### config.mk
export PLATFORM = sky130hd
export DESIGN_NAME = ab_stim_driver_flat
export DESIGN_NICKNAME = d
export VERILOG_FILES = /design/src/rtl/ab_stim_driver_if.sv /design/src/rtl/ab_stim_driver.sv /design/src/flat_wrapper.sv
export SDC_FILE = /design/constraint.sdc
export NUM_CORES = 1
export LEC_CHECK = 0
export ABC_AREA = 1
export ABC_CLOCK_PERIOD_IN_PS = 1700
export BUFFER_PORTS_ARGS = -buffer_cell sky130_fd_sc_hd__buf_2
export CORE_UTILIZATION = 49
export DETAILED_ROUTE_END_ITERATION = 10
export PLACE_DENSITY = 0.76
export SYNTH_ARGS = -nofsm -noshare
export SYNTH_HDL_FRONTEND = slang
export SYNTH_SLANG_ARGS = --single-unit
### constraint.sdc
create_clock -name i_clk -period 1.7 [get_ports i_clk]
set_input_delay 0.51 -clock i_clk [delete_from_list [all_inputs] [get_ports i_clk]]
set_output_delay 0.51 -clock i_clk [all_outputs]
set_load 0.005 [all_outputs]
### src/rtl/ab_stim_driver_if.sv
// rtl/ab_stim_driver_if.sv - load/stimulus/response bundle for ab_stim_driver
interface ab_stim_driver_if;
  logic       load_valid;
  logic       load_ready;
  logic [7:0] a_word;
  logic [7:0] b_word;
  logic [2:0] len;
  logic       y_in;
  logic       z_in;
  logic       a;
  logic       b;
  logic       active;
  logic [7:0] y_word;
  logic [7:0] z_word;
  logic       done;

  modport master (
    output load_valid, a_word, b_word, len, y_in, z_in,
    input  load_ready, a, b, active, y_word, z_word, done
  );

  modport slave (
    input  load_valid, a_word, b_word, len, y_in, z_in,
    output load_ready, a, b, active, y_word, z_word, done
  );
endinterface

### src/rtl/ab_stim_driver.sv
// rtl/ab_stim_driver.sv - serial A/B stimulus driver with LAT-delayed Y/Z capture
// One cycle counter covers both drive (pair index) and drain; capture index is counter minus LAT.
module ab_stim_driver #(
  parameter int LAT = 1
) (
  input  logic               i_clk,
  input  logic               i_rst_n,
  ab_stim_driver_if.slave    ab_bus
);
  typedef enum logic [1:0] {S_IDLE, S_DRIVE, S_DRAIN, S_FIN} state_t;

  localparam logic [3:0] LAT4 = 4'(LAT);

  state_t     r_state;
  state_t     w_next;
  logic [7:0] r_a_word;
  logic [7:0] r_b_word;
  logic [7:0] r_y_word;
  logic [7:0] r_z_word;
  logic [2:0] r_len;
  logic [3:0] r_cyc;
  logic       r_a;
  logic       r_b;
  logic       w_load;
  logic       w_busy;
  logic       w_last_pair;
  logic       w_drain_end;
  logic       w_sample;
  logic [4:0] w_diff;
  logic [2:0] w_nxt_pair;

  assign w_busy      = (r_state == S_DRIVE) || (r_state == S_DRAIN);
  assign w_last_pair = (r_cyc == {1'b0, r_len});
  assign w_drain_end = (r_cyc == ({1'b0, r_len} + LAT4));
  // A borrow out of the subtraction means the first response is not due yet.
  assign w_diff      = {1'b0, r_cyc} - {1'b0, LAT4};
  assign w_sample    = w_busy && !w_diff[4];
  assign w_nxt_pair  = r_cyc[2:0] + 3'd1;

  always_ff @(posedge i_clk or negedge i_rst_n) begin
    if (!i_rst_n) begin
      r_state <= S_IDLE;
    end else begin
      r_state <= w_next;
    end
  end

  always_comb begin
    w_next = r_state;
    w_load = 1'b0;
    case (r_state)
      S_IDLE: begin
        if (ab_bus.load_valid) begin
          w_next = S_DRIVE;
          w_load = 1'b1;
        end
      end
      S_DRIVE: begin
        if (w_last_pair) begin
          w_next = (LAT == 0) ? S_FIN : S_DRAIN;
        end
      end
      S_DRAIN: begin
        if (w_drain_end) begin
          w_next = S_FIN;
        end
      end
      S_FIN: begin
        w_next = S_IDLE;
      end
      default: begin
        w_next = S_IDLE;
      end
    endcase
  end

  always_ff @(posedge i_clk or negedge i_rst_n) begin
    if (!i_rst_n) begin
      r_a_word <= 8'd0;
      r_b_word <= 8'd0;
      r_y_word <= 8'd0;
      r_z_word <= 8'd0;
      r_len    <= 3'd0;
      r_cyc    <= 4'd0;
      r_a      <= 1'b0;
      r_b      <= 1'b0;
    end else if (w_load) begin
      r_a_word <= ab_bus.a_word;
      r_b_word <= ab_bus.b_word;
      r_len    <= ab_bus.len;
      r_y_word <= 8'd0;
      r_z_word <= 8'd0;
      r_cyc    <= 4'd0;
      r_a      <= ab_bus.a_word[0];
      r_b      <= ab_bus.b_word[0];
    end else begin
      if (w_sample) begin
        r_y_word[w_diff[2:0]] <= ab_bus.y_in;
        r_z_word[w_diff[2:0]] <= ab_bus.z_in;
      end
      if (w_busy) begin
        r_cyc <= r_cyc + 4'd1;
      end
      // The next pair is launched on the edge that ends the current one.
      if ((r_state == S_DRIVE) && !w_last_pair) begin
        r_a <= r_a_word[w_nxt_pair];
        r_b <= r_b_word[w_nxt_pair];
      end else begin
        r_a <= 1'b0;
        r_b <= 1'b0;
      end
    end
  end

  assign ab_bus.load_ready = (r_state == S_IDLE);
  assign ab_bus.a          = r_a;
  assign ab_bus.b          = r_b;
  assign ab_bus.active     = w_busy;
  assign ab_bus.y_word     = r_y_word;
  assign ab_bus.z_word     = r_z_word;
  assign ab_bus.done       = (r_state == S_FIN);
endmodule

### src/flat_wrapper.sv
// flat-port wrapper written by rule: the top's interface ports become plain ports
module ab_stim_driver_flat 
#(
  parameter int LAT = 1
)
  (i_clk, i_rst_n, ab_bus_load_valid, ab_bus_a_word, ab_bus_b_word, ab_bus_len, ab_bus_y_in, ab_bus_z_in, ab_bus_load_ready, ab_bus_a, ab_bus_b, ab_bus_active, ab_bus_y_word, ab_bus_z_word, ab_bus_done);
  ab_stim_driver_if ab_bus_i ();
  input  logic i_clk;
  input  logic i_rst_n;
  input wire logic [$bits(ab_bus_i.load_valid)-1:0] ab_bus_load_valid;
  input wire logic [$bits(ab_bus_i.a_word)-1:0] ab_bus_a_word;
  input wire logic [$bits(ab_bus_i.b_word)-1:0] ab_bus_b_word;
  input wire logic [$bits(ab_bus_i.len)-1:0] ab_bus_len;
  input wire logic [$bits(ab_bus_i.y_in)-1:0] ab_bus_y_in;
  input wire logic [$bits(ab_bus_i.z_in)-1:0] ab_bus_z_in;
  output wire logic [$bits(ab_bus_i.load_ready)-1:0] ab_bus_load_ready;
  output wire logic [$bits(ab_bus_i.a)-1:0] ab_bus_a;
  output wire logic [$bits(ab_bus_i.b)-1:0] ab_bus_b;
  output wire logic [$bits(ab_bus_i.active)-1:0] ab_bus_active;
  output wire logic [$bits(ab_bus_i.y_word)-1:0] ab_bus_y_word;
  output wire logic [$bits(ab_bus_i.z_word)-1:0] ab_bus_z_word;
  output wire logic [$bits(ab_bus_i.done)-1:0] ab_bus_done;
  assign ab_bus_i.load_valid = ab_bus_load_valid;
  assign ab_bus_i.a_word = ab_bus_a_word;
  assign ab_bus_i.b_word = ab_bus_b_word;
  assign ab_bus_i.len = ab_bus_len;
  assign ab_bus_i.y_in = ab_bus_y_in;
  assign ab_bus_i.z_in = ab_bus_z_in;
  assign ab_bus_load_ready = ab_bus_i.load_ready;
  assign ab_bus_a = ab_bus_i.a;
  assign ab_bus_b = ab_bus_i.b;
  assign ab_bus_active = ab_bus_i.active;
  assign ab_bus_y_word = ab_bus_i.y_word;
  assign ab_bus_z_word = ab_bus_i.z_word;
  assign ab_bus_done = ab_bus_i.done;
  ab_stim_driver #(.LAT(LAT)) u_core (.i_clk(i_clk), .i_rst_n(i_rst_n), .ab_bus(ab_bus_i));
endmodule
==> results.json, run 1 <==
{
  "max_cap_viol_count": 0,
  "grt_pass1_wl_um": 7760,
  "synth_cells": 264,
  "layout.nets": 356,
  "root_buffer": "clkbuf_8",
  "clock-skew-final_ps": 7.63,
  "dieArea_um2": 4600,
  "fin_tns_setup_ps": 0,
  "first_iter_violations": 68,
  "path_cells": "buf_4 > ha_1 > buf_2",
  "viasPerCell": 5.09,
  "setup_violations": 0,
  "routedWlPerCell_um": 12.4,
  "h-tree-depth": 2,
  "synthesis.area_um2": 2120,
  "synth_top_area_share_pct": 50.6,
  "io_pins": 45,
  "ys_ff_latch": 43,
  "critical-path-slowest-cell": "dfrtp_1",
  "postSynthNetCount": 296,
  "slew_headroom_pct": 74.7,
  "initial_core_util_pct": 52.0,
  "synth_cell_types": 25,
  "grt.overflow.total": 0,
  "power.density_nw_per_um2": 2000,
  "antenna_found_initial": 0,
  "synth_seq_area_share_pct": 50.6,
  "startpoint_type": "register",
  "worst-setup-path-type": "register to output pin",
  "numClockSinks": 43,
  "hold_viol_final": 0,
  "placed_cells": 361,
  "netlist.top_cell.by_area": "dfrtp_1",
  "rsz0062_at_grt": "true",
  "track_usage_pct": 22.6,
  "yosys_warnings": 0,
  "grt_pass1_vias": 1791,
  "drv_slew": 0,
  "clk_latency_ps": 290,
  "placed_area_um2": 2460,
  "critPathTopFamily": "flip-flops",
  "required_ps": 1190,
  "grt_max_degree": 44,
  "die_w_um": 67.8,
  "syn_area_per_cell_um2": 8.05,
  "fill_cells": 379,
  "synthTopCellsByArea": "dfrtp_1 (51%), nand2_1 (18%), nand3_1 (7.3%), ha_1 (4.7%), o21ai_0 (4.5%)",
  "drt-total-wl_um": 4650,
  "reg2reg_from": "u_core.r_state[1]",
  "die_y_um": 67.8,
  "area_delta_synth_final_pct": 24.2,
  "r2r_slack_ps": 130,
  "fmax_mhz": 604,
  "n_antenna_cell": 0,
  "instances_no_fill": 374,
  "cts_tree": "yes",
  "cts_buffer_depth": 2,
  "ir_drop_uv": 941,
  "finalInstanceArea_um2": 2640,
  "regToRegEndpoint": "u_core.ab_bus.z_word[7]",
  "ant_nets": 0,
  "path_clk_slew_ps": 80,
  "path_buf_inv": 2,
  "drive_above_1_share_pct": 26.5,
  "fin_crit_ps": 1660,
  "cts_hold_buf": 0,
  "route.detailed.drc": 0,
  "fin_crit_sh_pct": 97.4,
  "hpwl_um": 3340,
  "cp-end-kind": "output pin",
  "first_pass_iters": 4,
  "rr_worst_depth": 7,
  "status": "finished clean",
  "portBuffers": 44,
  "leakage_nw": 1.44,
  "cts_buffers": 5,
  "worst_ep_arrival_time_ps": 1150,
  "placementRows": 23,
  "hold_class": "input port to asynchronous set/reset pin",
  "core_region_area_um2": 4090,
  "gp_congestion": 0.864,
  "vias": 1904,
  "cpPeakStageDelay_ps": 400,
  "worst_slew_pin_slew_ps": 378,
  "critPathMaxFanout": 3,
  "whs_ps": 174
}
cells in the final DEF, fill, tap and decap left out, drive strengths merged, types with 2 or more instances in the layout:
master  instances
o21ai          26
dfrtp          43
nor2           10
a21oi           7
inv            18
buf            62
nand2         103
nor3            2
ha              8
clkbuf          6
xnor2           2
nand3          31
worst max path at each step:
stage                       from                 endpoint  slack (ps)  cells after the start
2_1_floorplan    u_core.r_cyc[0]  u_core.ab_bus.z_word[1]         100                      9
3_3_place_gp   u_core.r_state[0]  u_core.ab_bus.y_word[7]           2                      7
3_5_place_dp   u_core.r_state[0]  u_core.ab_bus.y_word[7]         -30                      7
4_1_cts        u_core.r_state[0]            ab_bus_active          20                      3
5_1_grt        u_core.r_state[0]              ab_bus_done         -20                      3
6_report       u_core.r_state[0]              ab_bus_done          40                      3
power breakdown:
group | leakage [nW] | internal (mW) | switching, mW
Sequential | 0.553 | 1.44 | 0.290
Combinational | 0.837 | 1.24 | 1.63
Clock | 0.0470 | 0.319 | 0.340
Total | 1.44 | 3.01 | 2.26
what timing repair did:
item / 4_1_cts / 5_1_grt
resized for setup: 3 / 5
buffers inserted: 2 / 4
pin swaps: 0 / 2
setup endpoints to repair: 10 / 15
logic make-up after synthesis:
family,synth area share [%]
fa+ha+maj,4.71
compound gates,8.66
simple gates,29.8
buf+inv,5.36
xor+xnor,0.825
flops,50.6
cell type report:
cell class	instances	area, µm²	share of cell area, %
Clock buffer	6	82.6	3.13
Clock inverter	1	5.00	0.190
Inverter	18	67.6	2.56
Multi-Input combinational cell	194	970	36.7
Sequential cell	43	1080	40.8
Tap cell	50	62.6	2.37
Timing Repair Buffer	62	374	14.2
state kept, by name, summed over array words and instances (netlist names):
register	count
u_core.ab_bus.a	1
u_core.ab_bus.b	1
u_core.ab_bus.y_word	8
u_core.ab_bus.z_word	8
u_core.r_a_word	8
u_core.r_b_word	8
u_core.r_cyc	4
u_core.r_len	3
u_core.r_state	2
routing by layer:
| metal | wire length (µm) | share of wire (%) | track usage, % | up-vias |
|---|---|---|---|---|
| met1 | 2210 | 48 | 31.1 | 893 |
| met4 | 42 | 0.90 | 8.07 | 0 |
| met5 | 0 | 0 | 0 | - |
| met3 | 136 | 2.9 | 4.17 | 4 |
| met2 | 2260 | 49 | 35.6 | 37 |
| li1 | - | - | - | 970 |
Yosys cell counts:
cell	instances
nand2_1	101
nor3_4	1
inv_2	2
nand3_1	31
dfrtp_1	43
a21oi_2	1
nor2_1	7
or2_2	1
nand2_2	2
a21boi_0	1
o21ai_0	19
buf_6	1
inv_1	16
o21ai_1	7
buf_1	2
clkbuf_1	2
xnor2_1	2
ha_1	8
nor2_2	3
buf_2	4
nand4_1	1
nand3b_1	1
a21oi_1	6
nor3_1	1
o21bai_1	1
worst reg2reg max path, delay by kind of cell (launching register included):
kind            cells  cell delay (ps)
compound gates      1              100
buf+inv             2              180
flops               1              380
simple gates        3              490
fa+ha+maj           1              300
metrics by stage:
| stage | setup slack, ps | total power, mW | utilization (%) |
|---|---|---|---|
| after floorplan | 95.5 | 3.54 | - |
| after CTS | 18.5 | 5.10 | 63.1 |
| final | 43.5 | 5.27 | 64.6 |
| after global placement | 2.17 | 4.25 | 60.3 |
| after global routing | -21.0 | 5.78 | 64.6 |
| after detailed placement | -29.8 | 4.33 | 60.3 |
Power figures use the tool's default switching activity.
==> run 2: changes to the inputs <==
--- a/config.mk
+++ b/config.mk
@@ -6,7 +6,6 @@
 export NUM_CORES = 1
 export LEC_CHECK = 0
 export ABC_AREA = 1
-export ABC_CLOCK_PERIOD_IN_PS = 1700
 export BUFFER_PORTS_ARGS = -buffer_cell sky130_fd_sc_hd__buf_2
 export CORE_UTILIZATION = 49
 export DETAILED_ROUTE_END_ITERATION = 10
==> constraint.sdc (replaced) <==
create_clock -name i_clk -period 1.4 [get_ports i_clk]
set_input_delay 0.42 -clock i_clk [delete_from_list [all_inputs] [get_ports i_clk]]
set_output_delay 0.42 -clock i_clk [all_outputs]
set_load 0.005 [all_outputs]
==> run 2 against run 1 <==
  * The run now ends with negative setup slack left
  * Highest routed layer unchanged
  * Largest cell class is now multi-input combinational cells
  * Design area is 19% higher
  * Sequential share of layout area is 6.5 points lower
  * Cell count is 4.8% higher
  * Power is 71% higher
  * Clock skew is 4.7 ps higher
  * Setup slack worse by 290 ps
==> results.json, run 2 (synthesized netlist as in run 1, its figures left out) <==
{
  "worst-setup-path-type": "register to output pin",
  "die_w_um": 67.8,
  "antenna_found_initial": 0,
  "critPathMaxFanout": 2,
  "slew_headroom_pct": 76.8,
  "max_cap_viol_count": 0,
  "initial_core_util_pct": 52.0,
  "io_pins": 45,
  "placed_area_um2": 2600,
  "first_pass_iters": 5,
  "status": "finished, violations left",
  "mostFrequentLayoutCell": "nand2_1",
  "clock-skew-final_ps": 12.3,
  "hold_viol_final": 0,
  "viasPerCell": 5.35,
  "finalInstanceArea_um2": 3140,
  "power.density_nw_per_um2": 2860,
  "n_antenna_cell": 0,
  "route.detailed.drc": 0,
  "cp-end-kind": "output pin",
  "hpwl_um": 3490,
  "rsz0062_at_grt": "true",
  "fill_cells": 263,
  "first_iter_violations": 103,
  "whs_ps": 70.4,
  "dieArea_um2": 4600,
  "grt_max_degree": 44,
  "layout_common_cells": "nand2_1 (80), buf_2 (42), dfrtp_1 (42), nand3_1 (22), buf_4 (22)",
  "grt_pass1_vias": 1872,
  "placementRows": 23,
  "setup_violations": 26,
  "fin_crit_sh_pct": 117,
  "root_buffer": "clkbuf_8",
  "postLayoutCoreUtil_pct": 76.8,
  "vias": 2099,
  "cts_tree": "yes",
  "h-tree-depth": 2,
  "regToRegEndpoint": "u_core.ab_bus.y_word[1]",
  "die_y_um": 67.8,
  "fmax_mhz": 608,
  "startpoint_type": "register",
  "cts_hold_buf": 0,
  "leakage_nw": 1.63,
  "rr_worst_depth": 9,
  "ant_nets": 0,
  "fin_crit_ps": 1640,
  "numClockSinks": 43,
  "grt_pass1_wl_um": 8810,
  "track_usage_pct": 26.2,
  "multiInputGateArea_um2": 1240,
  "layout.nets": 373,
  "path_clk_slew_ps": 90,
  "hold_class": "input port to asynchronous set/reset pin",
  "cts_buffer_depth": 2,
  "drive_above_1_share_pct": 45.6,
  "gp_congestion": 0.838,
  "grt.overflow.total": 0,
  "violations": "negative setup slack",
  "area_delta_synth_final_pct": 47.8,
  "worst_slack_ps": -245,
  "portBuffers": 44,
  "worst_slew_pin_slew_ps": 348,
  "r2r_slack_ps": -210,
  "drv_slew": 0,
  "core_region_area_um2": 4090,
  "cts_buffers": 5,
  "dp_slack_ps": -92.2,
  "required_ps": 980,
  "clk_latency_ps": 310,
  "seq_area_um2": 1080,
  "routedWlPerCell_um": 16.0,
  "ir_drop_uv": 1560,
  "drt-total-wl_um": 6270,
  "reg2reg_from": "u_core.r_state[0]",
  "worst_ep_arrival_time_ps": 1220
}
run 2: worst max-delay path, stage by stage, from the launching register on:
cell,delay [ps]
dfrtp_1,410
inv_2,90
ha_4,200
buf_6,120
buf_6,100
run 2: metrics by stage:
stage,cells,power [mW],setup TNS [ps]
2_1_floorplan,264,4.55,-624
3_3_place_gp,372,5.69,-192
3_5_place_dp,372,5.80,-699
4_1_cts,388,7.92,-1590
5_1_grt,392,9.53,-4680
6_report,392,8.99,-3240
run 2: timing repair:
action	CTS	global route
setup endpoints to repair	26	43
setup buffers	8	5
pin swaps	23	20
gates resized for setup	56	41
run 2: layout make-up:
cell class                      count  area share (%)
Sequential cell                    43            34.3
Clock inverter                      2            1.12
Multi-Input combinational cell    194            39.5
Tap cell                           50            1.99
Inverter                           18            2.39
Timing Repair Buffer               79            18.0
Clock buffer                        6            2.63
run 2: layer usage:
layer / track usage [%] / up-vias / share of wire (%)
met4: 10.2 / 0 / 2.0
met1: 36.0 / 1021 / 43
met3: 5.00 / 12 / 3.7
met5: 0 / - / 0
li1: - / 1004 / -
met2: 41.1 / 62 / 51
run 2: worst max-delay path by stage:
| stage | start | end |
|---|---|---|
| after floorplan | u_core.r_cyc[0] | u_core.ab_bus.z_word[3] |
| after global routing | u_core.r_state[0] | ab_bus_active |
| after CTS | u_core.r_state[1] | ab_bus_active |
| final | u_core.r_state[0] | ab_bus_active |
| after detailed placement | u_core.r_cyc[0] | u_core.ab_bus.z_word[7] |
| after global placement | u_core.r_cyc[0] | u_core.ab_bus.a |
run 2: report_power, final:
part / switching, mW / internal [mW]
registers: 0.436 / 1.75
logic: 3.19 / 2.60
clock network: 0.436 / 0.577
total: 4.06 / 4.93
==> run 3: changes to the inputs <==
--- a/config.mk
+++ b/config.mk
@@ -9,7 +9,7 @@
 export BUFFER_PORTS_ARGS = -buffer_cell sky130_fd_sc_hd__buf_2
 export CORE_UTILIZATION = 49
 export DETAILED_ROUTE_END_ITERATION = 10
-export PLACE_DENSITY = 0.76
+export PLACE_DENSITY = 0.74
 export SYNTH_ARGS = -nofsm -noshare
 export SYNTH_HDL_FRONTEND = slang
 export SYNTH_SLANG_ARGS = --single-unit
==> run 3 against run 2 <==
  * The run still ends with negative setup slack left
  * Critical path type is now register to register
  * Cell count down 1.0%
  * Sequential share of layout area grew 0.21 points
  * Design area shrank 0.60%
  * Hold slack got worse by 0.72 ps
  * Critical endpoint is now u_core.ab_bus.y_word[7]
==> results.json, run 3 (synthesized netlist as in run 1, its figures left out) <==
{
  "status": "finished, violations left",
  "violations": "negative setup slack",
  "power.density_nw_per_um2": 2710,
  "first_iter_violations": 70,
  "routedWlPerCell_um": 14.9,
  "cts_tree": "yes",
  "root_buffer": "clkbuf_8",
  "worst_slew_pin_slew_ps": 345,
  "ant_nets": 0,
  "critPathMaxFanout": 4,
  "cp-end-kind": "register",
  "rsz0062_at_grt": "true",
  "postLayoutCoreUtil_pct": 76.4,
  "required_ps": 1570,
  "max_cap_viol_count": 0,
  "seq_power_share_pct": 25.1,
  "setup_violations": 23,
  "portBuffers": 44,
  "placed_area_um2": 2610,
  "fin_crit_ps": 1650,
  "n_antenna_cell": 0,
  "power_frac_comb_pct": 65.7,
  "cts_buffer_depth": 2,
  "vias": 2051,
  "switching_power_mw": 3.91,
  "cts_buffers": 5,
  "finalPower_mw": 8.47,
  "hpwl_um": 3350,
  "track_usage_pct": 24.2,
  "reg2reg_from": "u_core.r_state[1]",
  "p_int_mw": 4.56,
  "drt-total-wl_um": 5780,
  "placementRows": 23,
  "gp_congestion": 0.775,
  "worst_slack_ps": -249,
  "die_y_um": 67.8,
  "drive_above_1_share_pct": 48.5,
  "first_pass_iters": 4,
  "drv_slew": 0,
  "route.detailed.drc": 0,
  "multiInputGateArea_um2": 1290,
  "grt.overflow.total": 0,
  "path_clk_slew_ps": 90,
  "layout.nets": 369,
  "finalInstanceArea_um2": 3120,
  "grt_max_degree": 44,
  "clk_latency_ps": 300,
  "startpoint_type": "register",
  "dieArea_um2": 4600,
  "io_pins": 45,
  "fin_crit_sh_pct": 118,
  "layout_common_cells": "nand2_1 (80), buf_2 (42), dfrtp_1 (42), nand3_2 (24), buf_4 (19)",
  "grt_pass1_wl_um": 8110,
  "hold_class": "input port to asynchronous set/reset pin",
  "mostFrequentLayoutCell": "nand2_1",
  "swShare_pct": 46.1,
  "h-tree-depth": 2,
  "worst_ep_arrival_time_ps": 1820,
  "hold_viol_final": 0,
  "antenna_found_initial": 0,
  "fill_cells": 260,
  "core_region_area_um2": 4090,
  "area_delta_synth_final_pct": 46.9,
  "viasPerCell": 5.29,
  "die_w_um": 67.8,
  "numClockSinks": 43,
  "slew_headroom_pct": 76.9,
  "clock-skew-final_ps": 12.0,
  "p_clk_share_pct": 9.1,
  "fmax_mhz": 606,
  "ir_drop_uv": 1370,
  "leakage_nw": 1.60,
  "worst-setup-path-type": "register to register",
  "cts_hold_buf": 0,
  "crit_path_start": "u_core.r_state[1]",
  "initial_core_util_pct": 52.0,
  "seq_area_um2": 1080,
  "grt_pass1_vias": 1826
}
## run 3: cell count changes in the layout (fill, tap and decap cells not counted), moves of 3 or more
cell     delta
nor2_4      -3
nand3_2    +15
buf_4       -3
nor2_2      +4
nand3_1    -15
## run 3: cell type report
| type | instances | share of cell area (%) |
|---|---|---|
| inverter | 18 | 2.33 |
| sequential | 43 | 34.5 |
| tap | 50 | 2.00 |
| clock inverter | 2 | 0.401 |
| timing repair buffer | 75 | 17.2 |
| multi-input combinational | 194 | 41.2 |
| clock buffer | 6 | 2.33 |
## run 3: repair_timing
item	4_1_cts	5_1_grt
setup endpoints to repair	27	24
cloned	0	0
hold endpoints to repair	0	0
setup buffers	5	3
pin swaps	23	17
resized for setup	49	54
## run 3: worst paths after layout
kind	endpoint	slack (ps)	cells after the start
min in group i_clk	u_core.r_a_word[1]	310	3
hold reg to reg	u_core.r_a_word[6]	490	2
hold / removal	u_core.r_state[1]	70	2
setup reg to reg	u_core.ab_bus.y_word[7]	-250	8
setup / recovery	u_core.ab_bus.y_word[7]	-250	8
max in group asynchronous	u_core.r_b_word[3]	1110	2
## run 3: routing by layer
layer	GRT usage [%]	up-vias	wire (µm)
li1	-	998	-
met1	31.3	970	2400
met2	40.2	66	2970
met3	5.50	17	263
met4	7.81	0	148
met5	0	-	0
## run 3: power groups by stage
| stage | logic (mW) | registers, mW | clock network (mW) |
|---|---|---|---|
| after detailed placement | 3.69 | 2.09 | 0 |
| after floorplan | 2.48 | 2.06 | 0 |
| after CTS | 4.49 | 2.11 | 0.789 |
| after global routing | 6.00 | 2.17 | 0.851 |
| final | 5.57 | 2.13 | 0.774 |
| after global placement | 3.61 | 2.07 | 0 |
## run 3: per-stage QoR
step	instances	hold slack, ps	setup WS (ps)	setup TNS (ps)
3_3_place_gp	373	411	-77.4	-150
2_1_floorplan	264	124	-82.9	-624
4_1_cts	386	84.3	-227	-1670
6_report	388	69.6	-249	-2930
3_5_place_dp	373	412	-90.0	-685
5_1_grt	388	90.0	-282	-4330
## run 3: worst max-delay path: stages (launching register included)
cell and delay [ps]:
dfrtp_1 370, inv_2 60, ha_4 260, buf_4 130, inv_2 50, nor3_4 300, nand2_2 160, nand3_2 100
o21ai_0 100
